<file path="src/rtl/button_conditioner.sv">
// Button front-end for the multiplexed-display clock: synchronises and
// debounces the prog and adjust buttons, owns the programming mode register,
// generates adjust ticks with hold-to-auto-repeat and returns to run mode
// after a period of inactivity.
module button_conditioner #(
  parameter int unsigned DEB_TICKS    = 20,
  parameter int unsigned HOLD_TICKS   = 2000,
  parameter int unsigned REPEAT_TICKS = 400,
  parameter int unsigned IDLE_TICKS   = 60000
) (
  input  logic       clk_500u,
  input  logic       rst,
  input  logic       prog_raw,
  input  logic       adjust_raw,
  output logic [1:0] mode,
  output logic       adjust_tick,
  output logic       prog_level,
  output logic       adjust_level,
  output logic       timeout_pulse
);

  localparam int unsigned DebW   = (DEB_TICKS > 1) ? $clog2(DEB_TICKS) : 1;
  localparam int unsigned RepMax = (HOLD_TICKS > REPEAT_TICKS) ? HOLD_TICKS : REPEAT_TICKS;
  localparam int unsigned RcntW  = (RepMax > 1) ? $clog2(RepMax) : 1;

  localparam logic [DebW-1:0]  DebLast  = DebW'(DEB_TICKS - 1);
  localparam logic [RcntW-1:0] HoldLast = RcntW'(HOLD_TICKS - 1);
  localparam logic [RcntW-1:0] RepLast  = RcntW'(REPEAT_TICKS - 1);
  localparam logic [15:0]      IdleLast = 16'(IDLE_TICKS - 1);

  typedef enum logic [1:0] {
    AIdle = 2'd0,
    AHold = 2'd1,
    ARep  = 2'd2
  } adj_state_e;

  // Synchroniser chains; bit 1 is the settled sample.
  logic [1:0] prog_sync_q, adj_sync_q;
  logic       prog_sync2, adj_sync2;

  // Debounce state per channel.
  logic [DebW-1:0] prog_cnt_q, prog_cnt_d;
  logic [DebW-1:0] adj_cnt_q, adj_cnt_d;
  logic            prog_lvl_q, prog_lvl_d;
  logic            adj_lvl_q, adj_lvl_d;
  logic            prog_press, adj_press;

  // Adjust auto-repeat FSM.
  adj_state_e       state_q, state_d;
  logic [RcntW-1:0] rcnt_q, rcnt_d;
  logic             adj_evt;

  // Mode register and idle timeout.
  logic [1:0]  mode_q, mode_d;
  logic [15:0] icnt_q, icnt_d;
  logic        timeout_q, timeout_d;

  // Tick pipeline: arm is gated by the mode seen on the event edge, so a
  // same-edge prog press cannot change whether the tick fires.
  logic tick_arm_q, tick_arm_d;
  logic tick_q;

  assign prog_sync2 = prog_sync_q[1];
  assign adj_sync2  = adj_sync_q[1];

  // Two-flop synchronisers for the asynchronous raw buttons
  always_ff @(posedge clk_500u or negedge rst) begin
    if (!rst) begin
      prog_sync_q <= 2'b00;
      adj_sync_q  <= 2'b00;
    end else begin
      prog_sync_q <= {prog_sync_q[0], prog_raw};
      adj_sync_q  <= {adj_sync_q[0], adjust_raw};
    end
  end

  // Debounce next-state: accept a new level after DEB_TICKS disagreeing edges
  always_comb begin
    prog_cnt_d = '0;
    prog_lvl_d = prog_lvl_q;
    prog_press = 1'b0;
    if (prog_sync2 != prog_lvl_q) begin
      if (prog_cnt_q == DebLast) begin
        prog_lvl_d = prog_sync2;
        prog_press = prog_sync2;
      end else begin
        prog_cnt_d = prog_cnt_q + DebW'(1);
      end
    end

    adj_cnt_d = '0;
    adj_lvl_d = adj_lvl_q;
    adj_press = 1'b0;
    if (adj_sync2 != adj_lvl_q) begin
      if (adj_cnt_q == DebLast) begin
        adj_lvl_d = adj_sync2;
        adj_press = adj_sync2;
      end else begin
        adj_cnt_d = adj_cnt_q + DebW'(1);
      end
    end
  end

  // Debounce counters and accepted levels
  always_ff @(posedge clk_500u or negedge rst) begin
    if (!rst) begin
      prog_cnt_q <= '0;
      adj_cnt_q  <= '0;
      prog_lvl_q <= 1'b0;
      adj_lvl_q  <= 1'b0;
    end else begin
      prog_cnt_q <= prog_cnt_d;
      adj_cnt_q  <= adj_cnt_d;
      prog_lvl_q <= prog_lvl_d;
      adj_lvl_q  <= adj_lvl_d;
    end
  end

  // Adjust FSM next-state: event on press, after the hold delay, then periodically
  always_comb begin
    state_d = state_q;
    rcnt_d  = rcnt_q;
    adj_evt = 1'b0;
    unique case (state_q)
      AIdle: begin
        if (adj_press) begin
          adj_evt = 1'b1;
          state_d = AHold;
          rcnt_d  = '0;
        end
      end
      AHold: begin
        if (!adj_lvl_q) begin
          state_d = AIdle;
          rcnt_d  = '0;
        end else if (rcnt_q == HoldLast) begin
          adj_evt = 1'b1;
          state_d = ARep;
          rcnt_d  = '0;
        end else begin
          rcnt_d = rcnt_q + RcntW'(1);
        end
      end
      ARep: begin
        if (!adj_lvl_q) begin
          state_d = AIdle;
          rcnt_d  = '0;
        end else if (rcnt_q == RepLast) begin
          adj_evt = 1'b1;
          rcnt_d  = '0;
        end else begin
          rcnt_d = rcnt_q + RcntW'(1);
        end
      end
      default: begin
        state_d = AIdle;
        rcnt_d  = '0;
      end
    endcase
  end

  // Adjust FSM state register
  always_ff @(posedge clk_500u or negedge rst) begin
    if (!rst) begin
      state_q <= AIdle;
      rcnt_q  <= '0;
    end else begin
      state_q <= state_d;
      rcnt_q  <= rcnt_d;
    end
  end

  // Mode stepping and idle timeout; a prog press beats a same-edge timeout
  always_comb begin
    mode_d     = mode_q;
    icnt_d     = icnt_q;
    timeout_d  = 1'b0;
    tick_arm_d = adj_evt && (mode_q != 2'd0);
    if (prog_press) begin
      mode_d = mode_q + 2'd1;
      icnt_d = '0;
    end else if (adj_evt || (mode_q == 2'd0)) begin
      icnt_d = '0;
    end else if (icnt_q == IdleLast) begin
      mode_d    = 2'd0;
      timeout_d = 1'b1;
      icnt_d    = '0;
    end else begin
      icnt_d = icnt_q + 16'd1;
    end
  end

  // Mode, idle counter and output pulse registers
  always_ff @(posedge clk_500u or negedge rst) begin
    if (!rst) begin
      mode_q     <= 2'd0;
      icnt_q     <= '0;
      timeout_q  <= 1'b0;
      tick_arm_q <= 1'b0;
      tick_q     <= 1'b0;
    end else begin
      mode_q     <= mode_d;
      icnt_q     <= icnt_d;
      timeout_q  <= timeout_d;
      tick_arm_q <= tick_arm_d;
      tick_q     <= tick_arm_q;
    end
  end

  assign mode          = mode_q;
  assign adjust_tick   = tick_q;
  assign prog_level    = prog_lvl_q;
  assign adjust_level  = adj_lvl_q;
  assign timeout_pulse = timeout_q;

endmodule

</file>
<file path="config.mk">
export PLATFORM = sky130hd
export DESIGN_NAME = button_conditioner
export DESIGN_NICKNAME = d
export VERILOG_FILES = /design/src/rtl/button_conditioner.sv
export SDC_FILE = /design/constraint.sdc
export NUM_CORES = 1
export LEC_CHECK = 0
export BUFFER_PORTS_ARGS = -buffer_cell sky130_fd_sc_hd__buf_4
export CORE_MARGIN = 2
export CORE_UTILIZATION = 65
export CTS_CLUSTER_DIAMETER = 30
export DETAILED_ROUTE_END_ITERATION = 10
export PLACE_DENSITY = 0.83
export RECOVER_POWER = 50
export SYNTH_ARGS = -nofsm -noshare
export SYNTH_HDL_FRONTEND = slang
export SYNTH_SLANG_ARGS = --single-unit
</file>
<file path="constraint.sdc">
create_clock -name clk_500u -period 3.2 [get_ports clk_500u]
set_input_delay 0.64 -clock clk_500u [delete_from_list [all_inputs] [get_ports clk_500u]]
set_output_delay 0.64 -clock clk_500u [all_outputs]
set_load 0.02 [all_outputs]
</file>
# After elaboration in Yosys (flattened, before gate mapping)
# Cells that the tools add are included.
[totals] register_bits=50
[classes] reduce_logical=10 add_sub_neg=5 muxes=34 n_eq_ne=13
[ops] cell="$mux W11" count=5
[ops] cell="$mux W16" count=3
[ops] cell="$pmux W11 S3" count=1
[ops] cell="$mux W5" count=4
[ops] cell="$add A16 B1 Y16 const B" count=1
[ops] cell="$eq A16 B16 Y1 const B" count=1
[ops] cell="$mux W2" count=7
[ops] cell="$mux W1" count=12
[ops] cell="$add A11 B1 Y11 const B" count=1
[ops] cell="$eq A11 B11 Y1 const B" count=1
[ops] cell="$eq A11 B9 Y1 const B" count=1
[ops] cell="$add A5 B1 Y5 const B" count=2
[ops] cell="$eq A5 B5 Y1 const B" count=2
[ops] cell="$ne A2 B2 Y1 const B" count=3
[ops] cell="$pmux W2 S3" count=1
[ops] cell="$reduce_and A2 Y1" count=3
[ops] cell="$logic_not A2 Y1" count=2
[ops] cell="$reduce_bool A2 Y1" count=2
[ops] cell="$ne A3 B3 Y1 const B" count=1
[ops] cell="$pmux W1 S3" count=1
[ops] cell="$reduce_and A3 Y1" count=1
[ops] cell="$add A2 B1 Y2 const B" count=1
[ops] cell="$eq A2 B1 Y1 const B" count=1
[ops] cell="$eq A2 B2 Y1 const B" count=1
[ops] cell="other kinds (3)" count=4

# Depth between registers and ports, before layout
# Gate-level depths: netlist (run 1).
[depth] word_depth=8 ltp_mapped=7 depth_no_buf=6

# Least setup slack after synthesis (run 1)
# No wires, ideal clock.
[synth_timing] path_type="flip-flop to flip-flop" startpoint="reg state_q[0]" endpoint="reg rcnt_q[10]" slack_ns=1.371 path_stages_with_launch=8 t_arrival_ns=1.708 path_buffers=1 period_less_slack_ns=1.829 required_ns=3.079 cell_sequence="dfrtp_1 inv_1 ha_1 and2_1 o21ai_0 clkbuf_1 o31ai_1 a22o_1"
[synth_via] elab_chain_cells=2 elab_cells_between_ends=5 cone_classes="3 x eq/ne; 1 x mux; 1 x reduce/logical"
[synth_rtl] element="from (decl)" line_no="49" source="adj_state_e state_q, state_d;"
[synth_rtl] element="from (signal assigned)" line_no="165" source="state_q <= AIdle;"
[synth_rtl] element="from (signal assigned)" line_no="168" source="state_q <= state_d;"
[synth_rtl] element="$eq A2 B2 Y1 (tied with other cells)" line_no="124" source="unique case (state_q)"
[synth_rtl] element="$pmux W11 S3 / $ne A2 B2 Y1 (equally long branches)"
[synth_rtl] element="to (signal assigned)" line_no="169" source="rcnt_q <= rcnt_d;"
[synth_rtl] element="to (decl)" line_no="50" source="logic [RcntW-1:0] rcnt_q, rcnt_d;"
# Several ways; a longest one is shown, not always the timed one.
# A chain may end at the register's enable or synchronous reset.

# Worst setup path after layout (run 1)
[layout_timing] startpoint="reg state_q[0]" endpoint="reg icnt_q[14]"
[layout_via] elab_chain_cells=5 elab_cells_between_ends=7 cone_classes="2 x eq/ne; 3 x mux; 2 x reduce/logical"
[layout_rtl] element="$eq A2 B2 Y1 (tied with other cells)" line_no="124"
[layout_rtl] element="$pmux W1 S3 (*)" line_no="124"
[layout_rtl] element="$logic_or A1 B1 Y1 (*)" line_no="182" source="end else if (adj_evt || (mode_q == 2'd0)) begin"
[layout_rtl] element="$mux W16 (*)" line_no="182"
[layout_rtl] element="$mux W16 (*)" line_no="179" source="if (prog_press) begin"
[layout_rtl] element="via icnt_d[14]" line_no="55" source="logic [15:0] icnt_q, icnt_d;"
[layout_rtl] element="to (signal assigned)" line_no="203" source="icnt_q <= icnt_d;"
[layout_rtl] element="to (decl)" line_no="55"
# The timed path passes the listed nets; every way through them passes the cells marked *.

==> results.json, run 1 <==
{
  "place_ws_ns": 1.05,
  "worst_pin_slew_ns": 1.19,
  "utilization_pct": 73.9,
  "start_kind": "flop",
  "antennaDiodeCount": 0,
  "io_buffers": 9,
  "max_freq_mhz": 459,
  "synth_edf_count": 0,
  "final.setup.worst_slack_ns": 1.02,
  "cp_max_fo": 14,
  "avgSynthCellArea_um2": 10.1,
  "crit_arrival_ns": 2.40,
  "synth_fp_nets": 268,
  "synth_fa_ha_area_share_pct": 4.38,
  "grt_max_degree": 51,
  "seq_area_frac_synth_pct": 48.7,
  "final_nets": 280,
  "skew_ns": 0.00905,
  "critical_path_class": "reg -> reg",
  "antenna_found_initial": 0,
  "yosys.area_share.simple_pct": 25.7,
  "cts_max_level": 2,
  "via_per_inst": 6.11,
  "critPathRequiredTime_ns": 3.42,
  "slew_headroom_pct": 20.6,
  "end_kind": "flop",
  "finalSetupViolations": 0,
  "power.density_nw_per_um2": 378,
  "vias": 1930,
  "drt_iter0_drc": 124,
  "drc_errors": 0,
  "synth_compound_area_share_pct": 11.6,
  "rsz0062_at_grt": "no",
  "cts_setup_buffers": 0,
  "area_delta_synth_final_pct": 7.74,
  "cts.sinks": 50,
  "cts_tree": "done",
  "io_pins": 10,
  "dieArea_um2": 4470,
  "slew_violations": 0,
  "placedCellCount": 308,
  "fin_crit_sh_pct": 68.1,
  "initial_core_util_pct": 68.6,
  "synth_top_family_by_area": "simple AND/OR/NAND/NOR gates",
  "drive_above_1_share_pct": 10.1,
  "drt_wl_total_um": 4760,
  "hp-class": "reg -> reg",
  "synth_warnings": 0,
  "peakVddDrop_v": 0.000401,
  "post_cts_resized": 0,
  "die_h_um": 66.9,
  "period_needed_ns": 2.18,
  "synthXorXnorAreaFrac_pct": 5.80,
  "insertion_delay_ns": 0.31,
  "syn_inst": 255,
  "core_area_um2": 3740,
  "outcome": "completed",
  "nFillCells": 282,
  "cts-hold-fix-buffers": 0,
  "final-hold-violation-count": 0,
  "clk_path_buf_depth": 2,
  "drv_cap": 0,
  "ys_types": 49,
  "ys_ff_latch": 50,
  "tns_ns": 0,
  "antenna_left": 0,
  "post-dp-hpwl_um": 3330,
  "synth_mux_area_share_pct": 1.22,
  "grt_pass1_vias": 1933,
  "synthTopCellsByArea": "dfrtp_1, ha_1, xnor2_1",
  "synthesis.area_um2": 2570,
  "ctsRootBufferMaster": "clkbuf_8",
  "finalWeightedCongestion": 0.823,
  "synthArstFlopShare_pct": 100,
  "synth_flop_cell": "dfrtp_1",
  "instances_no_fill": 316,
  "synth.top_cell.area_share_pct": 48.7,
  "firstDrtPassIters": 4,
  "chipWidth_um": 66.9,
  "clkTransAtPathRegs_ns": 0.10,
  "cts_buffers": 5,
  "rows": 22,
  "grt-ovfl-total": 0,
  "yosysTopAreaCell": "dfrtp_1",
  "routedWlPerCell_um": 15.1,
  "grt_pass1_wl_um": 8400,
  "p_leak_nw": 1.12,
  "grtUsageTotal_pct": 24.8
}
## Yosys cell counts (6+ instances only)
cell type  number
xnor2_1        12
nand3_1         9
ha_1            9
o31ai_1         7
nor3_1         15
o21ai_0         8
nand2_1        27
nor4_1          6
nand4_1         8
nor2_1         22
a21oi_1         7
dfrtp_1        50
inv_1          10
## cell usage in the layout (no fill, tap or decap), types with 6 or more instances in the layout
master and n:
nand4_1 8, o31ai_1 7, nor4_1 6, o21ai_0 8, xnor2_1 12, nand2_1 27
nand3_1 9, inv_1 10, nor3_1 15, ha_1 9, dfrtp_1 50, nor2_1 22
buf_4 7, a21oi_1 7
## flip-flops by register name (all words and copies together) (netlist names), 2 cells and up
register	cells
prog_sync_q	2
state_q	2
icnt_q	16
mode	2
adj_cnt_q	5
prog_cnt_q	5
adj_sync_q	2
rcnt_q	11
## cell type report
| type | count | area [µm²] | area share (%) |
|---|---|---|---|
| sequential | 50 | 1250 | 45.2 |
| inverter | 11 | 41.3 | 1.49 |
| multi-input combinational | 189 | 1250 | 45.3 |
| tap | 48 | 60.1 | 2.17 |
| timing repair buffer | 10 | 72.6 | 2.62 |
| clock inverter | 3 | 21.3 | 0.769 |
| clock buffer | 5 | 68.8 | 2.49 |
## cells by family after synthesis
kind of cell             Yosys count
XOR/XNOR                          17
AND/OR/NAND/NOR                  118
AO/OA/AOI/OAI                     42
adder cells (fa/ha/maj)            9
flip-flops                        50
buffers and inverters             16
multiplexers                       3
## power breakdown
group	switching (W)	internal, W	total (W)
combinational	0.0000197	0.0000103	0.0000300
clock	0.000216	0.000154	0.000369
sequential	0.00000726	0.000640	0.000647
total	0.000243	0.000804	0.00105
## worst max-delay path: stages (launching register included)
cell,delay [ns]
dfrtp_1,0.43
inv_1,0.11
ha_1,0.23
and4b_1,0.25
o2111ai_1,0.29
nand4_1,0.50
a21oi_1,0.28
## path summary, 6_finish.rpt
path                                start             end  slack, ns  cells after the start
min in group asynchronous             rst   prog_cnt_q[0]       0.55                      1
max in group asynchronous             rst       rcnt_q[6]       1.91                      1
min reg2reg                prog_sync_q[0]  prog_sync_q[1]       0.36                      0
max reg2reg                    state_q[0]      icnt_q[14]       1.02                      6
min                        prog_sync_q[0]  prog_sync_q[1]       0.36                      0
max                            state_q[0]      icnt_q[14]       1.02                      6
## per-layer routing
metal | routed length (µm) | global-route usage [%] | up-vias
li1 | - | - | 954
met2 | 2340 | 43.4 | 37
met5 | 0 | 0 | -
met3 | 170 | 5.07 | 7
met1 | 2180 | 30.5 | 932
met4 | 64 | 8.16 | 0
## per-stage QoR
stage                     power (W)  hold WS, ns  cell area (µm²)
final                       0.00105        0.355             2770
after global routing        0.00110        0.367             2770
after CTS                   0.00106        0.352             2770
after detailed placement   0.000691        0.336             2680
after global placement     0.000689        0.333             2680
after floorplan            0.000671        0.331             2570
(Power assumes the default switching activity.)
==> inputs of run 2 (changes only) <==
--- a/config.mk
+++ b/config.mk
@@ -7,10 +7,10 @@
 export LEC_CHECK = 0
 export BUFFER_PORTS_ARGS = -buffer_cell sky130_fd_sc_hd__buf_4
 export CORE_MARGIN = 2
-export CORE_UTILIZATION = 65
+export CORE_UTILIZATION = 61
 export CTS_CLUSTER_DIAMETER = 30
 export DETAILED_ROUTE_END_ITERATION = 10
-export PLACE_DENSITY = 0.83
+export PLACE_DENSITY = 0.79
 export RECOVER_POWER = 50
 export SYNTH_ARGS = -nofsm -noshare
 export SYNTH_HDL_FRONTEND = slang
==> constraint.sdc (replaced) <==
create_clock -name clk_500u -period 2.1 [get_ports clk_500u]
set_input_delay 0.42 -clock clk_500u [delete_from_list [all_inputs] [get_ports clk_500u]]
set_output_delay 0.42 -clock clk_500u [all_outputs]
set_load 0.02 [all_outputs]
==> run 2 against run 1 <==
Global-route usage fell by 1.4 points. Sequential power rose by 52%. First-iteration DRC count fell by 31%. Sequential cell count did not move. Combinational power rose by 53%. Register-to-register slack got worse by 0.93 ns.
==> results.json, run 2 (synthesis results as in run 1) <==
{
  "end_kind": "flop",
  "regMostFlops": "icnt_q",
  "final-hold-violation-count": 0,
  "p_clk_share_pct": 39.9,
  "finalSetupViolations": 0,
  "hp-class": "in -> reg",
  "clk_path_buf_depth": 2,
  "final_common_cell": "dfrtp_1",
  "skew_ns": 0.00585,
  "largest_reg_flops": 16,
  "p_int_w": 0.00137,
  "dpl_cell_area_um2": 2720,
  "pwr-share-seq_pct": 57.4,
  "crit_end": "rcnt_q[5]",
  "drt_iter0_drc": 85,
  "grt_max_degree": 51,
  "final_nets": 287,
  "r2r_end": "rcnt_q[5]",
  "crit_arrival_ns": 2.19,
  "vias": 1914,
  "place_ws_ns": 0.0336,
  "clkTransAtPathRegs_ns": 0.09,
  "firstDrtPassIters": 4,
  "reg.largest.list": "icnt_q (16), rcnt_q (11)",
  "netSwitchingPower_w": 0.000346,
  "finalInstanceArea_um2": 2850,
  "worst_pin_slew_ns": 1.21,
  "grtUsageTotal_pct": 23.4,
  "io_buffers": 9,
  "antenna_left": 0,
  "grt_pass1_vias": 1889,
  "final.setup.worst_slack_ns": 0.0919,
  "reg2reg_slack_ns": 0.09,
  "start_kind": "flop",
  "pwr-share-comb_pct": 2.7,
  "reg2reg_from": "state_q[0]",
  "io_pins": 10,
  "total_power_w": 0.00172,
  "grt_pass1_wl_um": 8260,
  "slew_headroom_pct": 19.4,
  "antennaDiodeCount": 0,
  "power.density_nw_per_um2": 602,
  "die_h_um": 68.9,
  "dieArea_um2": 4750,
  "cts.sinks": 50,
  "cts-hold-fix-buffers": 0,
  "worstSetupStartpoint": "state_q[0]",
  "tns_ns": 0,
  "post-dp-hpwl_um": 3390,
  "chipWidth_um": 68.9,
  "initial_core_util_pct": 63.8,
  "via_per_inst": 5.91,
  "insertion_delay_ns": 0.30,
  "drt_wl_total_um": 4770,
  "drive_above_1_share_pct": 12.8,
  "cts_max_level": 2,
  "area_delta_synth_final_pct": 11.1,
  "finalWeightedCongestion": 0.772,
  "max_freq_mhz": 498,
  "critical_path_class": "reg -> reg",
  "peakVddDrop_v": 0.000401,
  "period_needed_ns": 2.01,
  "nFillCells": 306,
  "routedWlPerCell_um": 14.7,
  "outcome": "completed",
  "cts_buffers": 5,
  "fin_crit_sh_pct": 95.6,
  "critPathRequiredTime_ns": 2.29,
  "p_leak_nw": 1.16,
  "rows": 23,
  "core_area_um2": 4030,
  "antenna_found_initial": 0,
  "drv_cap": 0,
  "cts_tree": "done",
  "rsz0062_at_grt": "no",
  "final_cell_mix": "dfrtp_1, nand2_1, nor2_1",
  "grt-ovfl-total": 0,
  "reg2regPathDepth": 7,
  "instances_no_fill": 324,
  "cp_max_fo": 11,
  "drc_errors": 0,
  "switching_share_pct": 20.2,
  "ctsRootBufferMaster": "clkbuf_8",
  "placedCellCount": 315,
  "slew_violations": 0
}
## run 2: cell types whose count changed in the layout (fill, tap and decap cells not counted), sizes merged
cell      before  now
buf            7   14
clkinvlp       1    0
bufinv         0    1
clkinv         2    0
clkbuf         8    9
## run 2: cell type report
class | instances | area (µm²) | area share, %
inverter | 11 | 41.3 | 1.45
multi-input combinational | 189 | 1260 | 44.2
timing repair buffer | 17 | 125 | 4.38
tap | 50 | 62.6 | 2.19
sequential | 50 | 1250 | 43.8
clock buffer | 6 | 82.6 | 2.89
clock inverter | 1 | 30.0 | 1.05
## run 2: worst max-delay path: stages, from the launching register on
cell and delay [ns]:
dfrtp_1 0.41, inv_1 0.09, ha_1 0.26, and4b_2 0.34, o211a_4 0.26, nor3_4 0.06, buf_4 0.18, a221o_1 0.30
## run 2: how the worst min path moves through the flow
stage	startpoint	end	slack [ns]	cells after the start
after global placement	adj_sync_q[0]	adj_sync_q[1]	0.33	0
after CTS	rst	prog_cnt_q[2]	0.14	1
after detailed placement	tick_arm_q	adjust_tick	0.34	0
after global routing	prog_raw	prog_sync_q[0]	0.23	1
final	prog_raw	prog_sync_q[0]	0.24	1
after floorplan	rst	adj_cnt_q[0]	0.12	0
## run 2: power by group through the flow
stage / clock, W / combinational (W) / sequential, W
final: 0.000686 / 0.0000459 / 0.000986
after floorplan: 0 / 0.0000205 / 0.00100
after global routing: 0.000736 / 0.0000539 / 0.000989
after detailed placement: 0 / 0.0000481 / 0.00101
after CTS: 0.000702 / 0.0000483 / 0.000986
after global placement: 0 / 0.0000462 / 0.00100
## run 2: per-layer routing
layer,GRT usage (%),part of all wire (%),up-vias
li1,-,-,971
met1,29.7,46,921
met2,41.0,50,16
met3,4.87,2.3,6
met4,5.88,1.2,0
met5,0,0,-
## run 2: repair_timing
action                     4_1_cts  5_1_grt
resized for setup                0        3
buffers inserted                 0        2
setup endpoints to repair        0        8
## run 2: stage by stage
step / utilization (%) / hold slack (ns)
final: 70.8 / 0.240
after CTS: 70.3 / 0.145
after global placement: 67.5 / 0.333
after detailed placement: 67.5 / 0.341
after global routing: 70.8 / 0.228
after floorplan: - / 0.124
==> inputs of run 3 (changes only) <==
--- a/config.mk
+++ b/config.mk
@@ -5,6 +5,7 @@
 export SDC_FILE = /design/constraint.sdc
 export NUM_CORES = 1
 export LEC_CHECK = 0
+export ABC_AREA = 1
 export BUFFER_PORTS_ARGS = -buffer_cell sky130_fd_sc_hd__buf_4
 export CORE_MARGIN = 2
 export CORE_UTILIZATION = 61
==> run 3 against run 2 <==
Critical path depth rose by 5. Design area shrank 0.44%. Synthesized cell count up 17%. Die area rose by 2.4%. Critical endpoint is now icnt_q[13]. Clock power fell by 1%. Global-route usage decreased by 2.4 points. Via count rose by 1.7%. Combinational power decreased by 2%. Critical path type unchanged. Sequential cell count did not move. Maximum frequency rose by 13%. Largest cell class is now sequential cells. Utilization decreased by 1.3 points.
==> results.json, run 3 <==
{
  "outcome": "completed",
  "utilization_pct": 69.5,
  "drv_cap": 0,
  "via_per_inst": 5.36,
  "cts_buffers": 5,
  "nFillCells": 333,
  "synth_flop_cell": "dfrtp_1",
  "firstDrtPassIters": 4,
  "drt_iter0_drc": 59,
  "reg.largest.list": "icnt_q (16), rcnt_q (11)",
  "crit_arrival_ns": 1.98,
  "dieArea_um2": 4860,
  "p_leak_nw": 1.28,
  "hp-class": "in -> reg",
  "path_cells": "ha_1, nand2_1, nor2_4, nand3_1, nand2_1, nand3_1, nand2_1, nand2_2, nand2_4, inv_2, nand2_1, nor2_1",
  "area_delta_synth_final_pct": 7.83,
  "synth_edf_count": 0,
  "cts-hold-fix-buffers": 0,
  "tns_ns": 0,
  "skew_ns": 0.00397,
  "grt_max_degree": 51,
  "cts_max_level": 2,
  "fin_crit_sh_pct": 84.5,
  "grt_pass1_wl_um": 8230,
  "avgSynthCellArea_um2": 8.81,
  "yosysTopAreaCell": "dfrtp_1",
  "drc_errors": 0,
  "synthArstFlopShare_pct": 100,
  "final_common_cell": "nand2_1",
  "final_nets": 325,
  "clkTransAtPathRegs_ns": 0.09,
  "hold_ws_ns": 0.234,
  "final-hold-violation-count": 0,
  "critical_path_class": "reg -> reg",
  "max_freq_mhz": 563,
  "synth_fp_nets": 312,
  "dpl_cell_area_um2": 2730,
  "finalWeightedCongestion": 0.795,
  "post-dp-hpwl_um": 3230,
  "synth_warnings": 0,
  "slew_headroom_pct": 22.5,
  "reg2reg_slack_ns": 0.32,
  "routedWlPerCell_um": 12.4,
  "rows": 23,
  "critPathMaxStageDelay_ns": 0.40,
  "finalSetupViolations": 0,
  "largest_reg_flops": 16,
  "chipWidth_um": 69.7,
  "post_cts_resized": 0,
  "antenna_found_initial": 0,
  "regMostFlops": "icnt_q",
  "drt_wl_total_um": 4500,
  "peakVddDrop_v": 0.000362,
  "yosys.cell_count.top_type": "nand2_1",
  "antenna_left": 0,
  "cpMostUsedCell": "nand2_1",
  "io_buffers": 9,
  "synth_common_cells": "nand2_1, dfrtp_1, nor2_1",
  "synthesis.area_um2": 2640,
  "cts_setup_buffers": 0,
  "cp_max_fo": 14,
  "clk_path_buf_depth": 2,
  "drive_above_1_share_pct": 18.8,
  "critPathRequiredTime_ns": 2.30,
  "ys_ff_latch": 50,
  "critPathSlowestCell": "dfrtp_1",
  "grt_pass1_vias": 1926,
  "finalInstanceArea_um2": 2840,
  "insertion_delay_ns": 0.31,
  "io_pins": 10,
  "cts_tree": "done",
  "worst_pin_slew_ns": 1.16,
  "grt-ovfl-total": 0,
  "syn_inst": 299,
  "final_cell_mix": "nand2_1, dfrtp_1, nor2_1",
  "synthTopCellsByArea": "dfrtp_1, nand2_1, nor2_1",
  "slew_violations": 0,
  "start_kind": "flop",
  "rsz0062_at_grt": "no",
  "period_needed_ns": 1.78,
  "seq_area_frac_synth_pct": 47.5,
  "vias": 1946,
  "ctsRootBufferMaster": "clkbuf_8",
  "synth.top_cell.area_share_pct": 47.5,
  "end_kind": "flop",
  "antennaDiodeCount": 0,
  "cts.sinks": 50,
  "grtUsageTotal_pct": 21.1,
  "core_area_um2": 4090,
  "ys_types": 30,
  "initial_core_util_pct": 64.5,
  "power.density_nw_per_um2": 600,
  "die_h_um": 69.7
}
==> run 3: power breakdown <==
part	switching [W]	internal [W]	total (W)
clock network	0.000320	0.000355	0.000676
registers	0.00000953	0.000975	0.000985
logic	0.0000311	0.0000139	0.0000450
==> run 3: cell families (layout without fill, tap and decap cells) <==
group | count (synthesis) | in the layout | synth area share, %
simple gates | 159 | 159 | 31.1
buf+inv | 44 | 58 | 7.03
xor+xnor | 16 | 16 | 5.32
flops | 50 | 50 | 47.5
compound gates | 21 | 21 | 4.75
fa+ha+maj | 9 | 9 | 4.27
==> run 3: final timing paths <==
path                                     start              to  cells after the start
worst max-delay path                 rcnt_q[1]      icnt_q[13]                     12
worst min-delay path                adjust_raw   adj_sync_q[0]                      1
worst max register to register       rcnt_q[1]      icnt_q[13]                     12
worst min register to register  prog_sync_q[0]  prog_sync_q[1]                      0
max in group asynchronous                  rst      icnt_q[10]                      1
min in group asynchronous                  rst    adj_cnt_q[0]                      1
==> run 3: stage by stage <==
| stage | total power [W] | cells | setup WS (ns) |
|---|---|---|---|
| 3_3_place_gp | 0.00105 | 355 | 0.411 |
| 6_report | 0.00171 | 363 | 0.325 |
| 5_1_grt | 0.00177 | 363 | 0.167 |
| 4_1_cts | 0.00172 | 363 | 0.335 |
| 2_1_floorplan | 0.00102 | 299 | 0.605 |
| 3_5_place_dp | 0.00105 | 355 | 0.373 |
==> run 3: critical path: cells and delay by family, from the launching register on <==
kind / cells / cell delay [ns]
flops: 1 / 0.40
simple gates: 10 / 1.00
fa+ha+maj: 1 / 0.18
buf+inv: 1 / 0.07
==> run 3: metal layers <==
layer / part of all wire [%] / global-route usage [%] / up-vias
li1: - / - / 980
met1: 47 / 27.2 / 921
met2: 48 / 34.7 / 38
met3: 3.9 / 4.80 / 7
met4: 1.8 / 8.12 / 0
met5: 0 / 0 / -
==> run 3: area by class of cell <==
class / instances / area (µm²) / area share [%]
Tap cell: 50 / 62.6 / 2.20
Clock buffer: 6 / 72.6 / 2.55
Inverter: 41 / 154 / 5.42
Sequential cell: 50 / 1250 / 44.0
Timing Repair Buffer: 9 / 65.1 / 2.29
Multi-Input combinational cell: 205 / 1200 / 42.2
Clock inverter: 2 / 37.5 / 1.32
